**src/rtl/byte_serial_pkg.sv**
```systemverilog
// Shared types and constants for the byte-serial multi-precision adder.
package byte_serial_pkg;

  localparam int unsigned BYTE_W = 8;

  typedef enum logic [1:0] {
    IDLE = 2'd0,
    RUN  = 2'd1,
    DONE = 2'd2
  } state_t;

  // Width of the byte index counter for an NBYTES-wide operand.
  function automatic int unsigned idx_width(input int unsigned nbytes);
    return (nbytes < 2) ? 1 : $clog2(nbytes);
  endfunction

endpackage

```
**src/rtl/byte_skip_adder.sv**
```systemverilog
// 8-bit carry-skip adder: two 4-bit ripple groups, each bypassed when every
// bit in the group propagates.
module byte_skip_adder
  import byte_serial_pkg::*;
(
  output logic [BYTE_W-1:0] sum,
  output logic              cout,
  input  logic [BYTE_W-1:0] a,
  input  logic [BYTE_W-1:0] b,
  input  logic              cin
);

  logic [BYTE_W-1:0] p;
  logic [BYTE_W-1:0] g;
  logic              c;
  logic              c_mid;

  assign p = a ^ b;
  assign g = a & b;

  // Ripple within each group; skip muxes select the group carry-in when the group fully propagates.
  always_comb begin
    sum   = '0;
    c     = cin;
    c_mid = 1'b0;
    for (int i = 0; i < 4; i++) begin
      sum[i] = p[i] ^ c;
      c      = g[i] | (p[i] & c);
    end
    c_mid = (&p[3:0]) ? cin : c;
    c     = c_mid;
    for (int i = 4; i < 8; i++) begin
      sum[i] = p[i] ^ c;
      c      = g[i] | (p[i] & c);
    end
    cout = (&p[7:4]) ? c_mid : c;
  end

endmodule

```
**src/rtl/byte_serial_adder.sv**
```systemverilog
// Byte-serial multi-precision adder: adds two NBYTES-wide operands one byte
// per cycle, LSB first, through a single 8-bit carry-skip adder.
// Optional macro BYTE_SERIAL_SUB_EN adds in_sub for A-B subtraction.
module byte_serial_adder
  import byte_serial_pkg::*;
#(
  parameter int unsigned NBYTES = 4
) (
  input  logic                     clk,
  input  logic                     rst_n,
  input  logic                     in_valid,
  output logic                     in_ready,
  input  logic [BYTE_W*NBYTES-1:0] in_a,
  input  logic [BYTE_W*NBYTES-1:0] in_b,
  input  logic                     in_cin,
`ifdef BYTE_SERIAL_SUB_EN
  input  logic                     in_sub,
`endif
  output logic                     out_valid,
  input  logic                     out_ready,
  output logic [BYTE_W*NBYTES-1:0] out_sum,
  output logic                     out_cout,
  output logic                     busy
);

  localparam int unsigned W     = BYTE_W * NBYTES;
  localparam int unsigned IDX_W = idx_width(NBYTES);

  state_t             state_q;
  state_t             state_n;
  logic [IDX_W-1:0]   idx_q;
  logic               carry_q;
  logic [W-1:0]       a_q;
  logic [W-1:0]       b_q;
  logic [W-1:0]       sum_q;
  logic               cout_q;
  logic [BYTE_W-1:0]  a_byte;
  logic [BYTE_W-1:0]  b_byte;
  logic [BYTE_W-1:0]  b_in;
  logic [BYTE_W-1:0]  adder_sum;
  logic               adder_cout;
  logic               last_byte;
  logic               carry_init;

`ifdef BYTE_SERIAL_SUB_EN
  logic               sub_q;
  assign b_in       = sub_q ? ~b_byte : b_byte;
  assign carry_init = in_sub ? 1'b1 : in_cin;
`else
  assign b_in       = b_byte;
  assign carry_init = in_cin;
`endif

  assign last_byte = (idx_q == IDX_W'(NBYTES - 1));

  // Select the operand bytes addressed by the current byte index.
  always_comb begin
    a_byte = '0;
    b_byte = '0;
    for (int unsigned i = 0; i < NBYTES; i++) begin
      if (idx_q == IDX_W'(i)) begin
        a_byte = a_q[i*BYTE_W +: BYTE_W];
        b_byte = b_q[i*BYTE_W +: BYTE_W];
      end
    end
  end

  byte_skip_adder u_adder (
    .sum  (adder_sum),
    .cout (adder_cout),
    .a    (a_byte),
    .b    (b_in),
    .cin  (carry_q)
  );

  // State register.
  always_ff @(posedge clk or negedge rst_n) begin
    if (!rst_n) begin
      state_q <= IDLE;
    end else begin
      state_q <= state_n;
    end
  end

  // Next-state logic.
  always_comb begin
    state_n = state_q;
    case (state_q)
      IDLE:    if (in_valid)  state_n = RUN;
      RUN:     if (last_byte) state_n = DONE;
      DONE:    if (out_ready) state_n = IDLE;
      default:                state_n = IDLE;
    endcase
  end

  // Operand capture, byte index, inter-byte carry and result accumulation.
  always_ff @(posedge clk or negedge rst_n) begin
    if (!rst_n) begin
      idx_q   <= '0;
      carry_q <= 1'b0;
      a_q     <= '0;
      b_q     <= '0;
      sum_q   <= '0;
      cout_q  <= 1'b0;
`ifdef BYTE_SERIAL_SUB_EN
      sub_q   <= 1'b0;
`endif
    end else begin
      case (state_q)
        IDLE: begin
          if (in_valid) begin
            a_q     <= in_a;
            b_q     <= in_b;
            carry_q <= carry_init;
            idx_q   <= '0;
            sum_q   <= '0;
`ifdef BYTE_SERIAL_SUB_EN
            sub_q   <= in_sub;
`endif
          end
        end
        RUN: begin
          for (int unsigned i = 0; i < NBYTES; i++) begin
            if (idx_q == IDX_W'(i)) begin
              sum_q[i*BYTE_W +: BYTE_W] <= adder_sum;
            end
          end
          carry_q <= adder_cout;
          if (last_byte) begin
            cout_q <= adder_cout;
            idx_q  <= '0;
          end else begin
            idx_q  <= idx_q + IDX_W'(1);
          end
        end
        default: ;
      endcase
    end
  end

  // Handshake and status are decoded from the state register only; in_ready
  // is also held low while reset is asserted.
  assign in_ready  = rst_n & (state_q == IDLE);
  assign out_valid = (state_q == DONE);
  assign busy      = (state_q == RUN) | (state_q == DONE);
  assign out_sum   = sum_q;
  assign out_cout  = cout_q;

endmodule

```
**config.mk**
```make
export PLATFORM = sky130hd
export DESIGN_NAME = byte_serial_adder
export DESIGN_NICKNAME = d
export VERILOG_FILES = /design/src/rtl/byte_serial_pkg.sv /design/src/rtl/byte_skip_adder.sv /design/src/rtl/byte_serial_adder.sv
export SDC_FILE = /design/constraint.sdc
export NUM_CORES = 1
export LEC_CHECK = 0
export CORE_MARGIN = 2
export CORE_UTILIZATION = 45
export DETAILED_ROUTE_END_ITERATION = 16
export PLACE_DENSITY = 0.71
export SETUP_SLACK_MARGIN = 0.5
export SYNTH_ARGS = -nofsm -noshare
export SYNTH_HDL_FRONTEND = slang
export SYNTH_SLANG_ARGS = --single-unit
```
**constraint.sdc**
```tcl
create_clock -name clk -period 5.25 [get_ports clk]
set_input_delay 0.525 -clock clk [delete_from_list [all_inputs] [get_ports clk]]
set_output_delay 0.525 -clock clk [all_outputs]
set_load 0.05 [all_outputs]
```
==> flow_summary.json <==
{
  "yosysMostFrequentCell": "dfrtp_1",
  "cts_max_path_buffers": 2,
  "clk_pin_slew_ps": 70,
  "drive_gt1_share_pct": 31.9,
  "arrival_ps": 4920,
  "synth_edf_count": 0,
  "p_total_mw": 5.31,
  "ys_types": 36,
  "hold_path.class": "in2async",
  "synth.area.top_cells": "dfrtp_1, mux2_4, mux2_2, ha_1, fa_1",
  "crit_path_max_fanout": 6,
  "seq_area_frac_synth_pct": 49.0,
  "num_io_pins": 105,
  "fin_area_um2": 6860,
  "peakVddDrop_mv": 0.472,
  "clk_latency_ps": 350,
  "rsz0062_at_grt": "true",
  "cts_root_buf": "clkbuf_16",
  "grt_pass1_wl_um": 19300,
  "final-max-slew-violation-count": 0,
  "crit_required_ps": 5530,
  "cts_hold_buf": 0,
  "dp_hpwl_um": 8760,
  "period_share_pct": 88.3,
  "initial_core_util_pct": 45.8,
  "fp-row-count": 39,
  "critPathCaptureType": "register",
  "met3_usage_pct": 3.86,
  "setup-violations-final": 0,
  "crit_type": "reg2reg",
  "drv_cap": 0,
  "pre_cts_ws_ps": 407,
  "synth_flop_cell": "dfrtp_1",
  "finalCriticalPeriod_ps": 4640,
  "overflow": 0,
  "nets": 583,
  "crit_slowest_cell": "fa_1",
  "async_flop_share_pct": 100,
  "wl_per_cell_um": 18.6,
  "grt_pass1_vias": 3632,
  "worst_slack_ps": 613,
  "relSlewSlack_pct": 25.1,
  "ys_seq_elements": 102,
  "synth_top_cell_by_area": "dfrtp_1",
  "crit_top_cell": "fa_2",
  "finalSetupTns_ps": 0,
  "fill_cells": 919,
  "vias_per_cell": 5.46,
  "clock.fmax_mhz": 216,
  "cts_buffers": 9,
  "core_area_um2": 11400,
  "die_area_um2": 12500,
  "r2r_setup_slack_ps": 610,
  "postSynthAreaPerCell_um2": 13.7,
  "tightest_slew_ps": 1120,
  "grt.met1_usage_pct": 28.3,
  "ys_warn_count": 0,
  "drt_iter0_drc": 173,
  "die_x_um": 112,
  "grt.busiest_layer": "met2",
  "cts_tree": "built",
  "antenna_found_initial": 0,
  "path_cells": "inv_4, ha_4, buf_6, a221o_1, a22oi_2, fa_2, fa_2, fa_2, inv_2, fa_2, mux2_4, fa_2, inv_2, fa_2, inv_2, fa_2, inv_2, fa_1, o31ai_2, a22o_1",
  "grt.total_usage_pct": 19.6,
  "htree_levels": 3,
  "drt-total-wl_um": 11800,
  "status": "complete, no violations",
  "met2_usage_pct": 29.8,
  "leakagePower_nw": 3.08,
  "dp_cells": 611,
  "clock_skew_ps": 12.4,
  "io_buffers": 104,
  "final_antenna_net_count": 0,
  "grt_max_degree": 66,
  "n_antenna_cell": 0,
  "area_growth_syn_to_layout_pct": 31.6,
  "clkSinkCount": 102,
  "synthTopCellsByCount": "dfrtp_1, mux2_4, mux2_2, nand2_1, a22o_1",
  "dpl_cell_area_um2": 6350,
  "max_stage_delay_ps": 450,
  "vias": 3482,
  "powerDensity_nw_per_um2": 774,
  "syn-num-nets": 473,
  "finalHoldViolCount": 0,
  "place_congestion": 0.825,
  "synth_area_um2": 5210,
  "drc": 0,
  "firstDrtPassIters": 4,
  "worstSetupStartpointType": "register",
  "yosysTopAreaCellShare_pct": 49.0,
  "fin_cells": 638,
  "die-height_um": 112,
  "synth_cells": 380
}
-- worst paths after layout --
| check | start | endpoint | depth (start not counted) |
|---|---|---|---|
| worst min register to register | out_sum[20] | out_sum[20] | 1 |
| min in group clk | out_sum[20] | out_sum[20] | 1 |
| max in group asynchronous | rst_n | b_q[26] | 2 |
| worst min-delay path | rst_n | state_q[1] | 1 |
| worst max-delay path | idx_q[1] | out_sum[31] | 20 |
| worst max register to register | idx_q[1] | out_sum[31] | 20 |
-- critical path: cells and delay by family (launching register included) --
family,cells,cell delay (ps)
adder cells (fa/ha/maj),9,2480
AO/OA/AOI/OAI,4,970
flip-flops,1,430
buffers and inverters,6,400
multiplexers,1,280
-- state kept, by name (all words and copies together) (netlist names) --
signal	flops
a_q	32
state_q	2
idx_q	2
out_sum	32
carry_q	1
out_cout	1
b_q	32
-- layer usage --
metal	vias up	wire length, µm
met5	-	0
met4	0	232
met3	15	612
met2	122	5460
met1	1736	5540
li1	1609	-
-- report_power, final --
part / internal [mW] / switching, mW / total, mW
Clock: 0.332 / 0.314 / 0.647
Combinational: 1.59 / 1.64 / 3.23
Sequential: 1.15 / 0.285 / 1.43
-- what timing repair did --
action | 4_1_cts | 5_1_grt
resized for setup | 6 | 36
buffers inserted | 0 | 11
endpoints found under the setup margin | 4 | 10
gates cloned | 0 | 0
pin swaps | 0 | 11
endpoints found under the hold margin | 0 | 0
-- layout by cell type, fill, tap and decap left out, types with 4 or more instances in the layout --
cell type,count
nor2b_1,5
a22o_1,18
nor2_1,5
a22oi_1,7
clkbuf_16,9
inv_4,4
inv_1,5
o21a_1,10
o21ai_0,10
a221oi_1,4
o31ai_1,8
nand2_1,21
clkdlybuf4s50_1,103
mux2_2,35
buf_4,15
dfrtp_1,100
mux2_4,53
and2_1,4
inv_2,5
a221o_1,10
fa_2,7
ha_1,12
-- cell type report --
cell class	instances	area, µm²	area share [%]
multi-input cells	240	2560	37.4
flip-flops and latches	102	2550	37.3
repair buffers	123	1200	17.6
clock buffers	9	225	3.28
well taps	143	179	2.61
clock inverters	7	66.3	0.967
inverters	14	62.6	0.912
-- cells by family (layout without fill, tap and decap cells) --
| logic type | after synthesis | in the layout | synth area share (%) |
|---|---|---|---|
| AO/OA/AOI/OAI | 86 | 86 | 13.8 |
| adder cells (fa/ha/maj) | 24 | 24 | 6.92 |
| buffers and inverters | 38 | 153 | 3.79 |
| flip-flops | 102 | 102 | 49.0 |
| multiplexers | 89 | 89 | 22.8 |
| AND/OR/NAND/NOR | 41 | 41 | 3.67 |
-- metrics by stage --
stage               utilization, %  hold slack, ps
detailed placement            55.8             492
global placement              55.8             467
floorplan                        -             229
CTS                           58.6             219
global route                  60.3             255
finish                        60.3             192
Power figures use the tool's default switching activity.
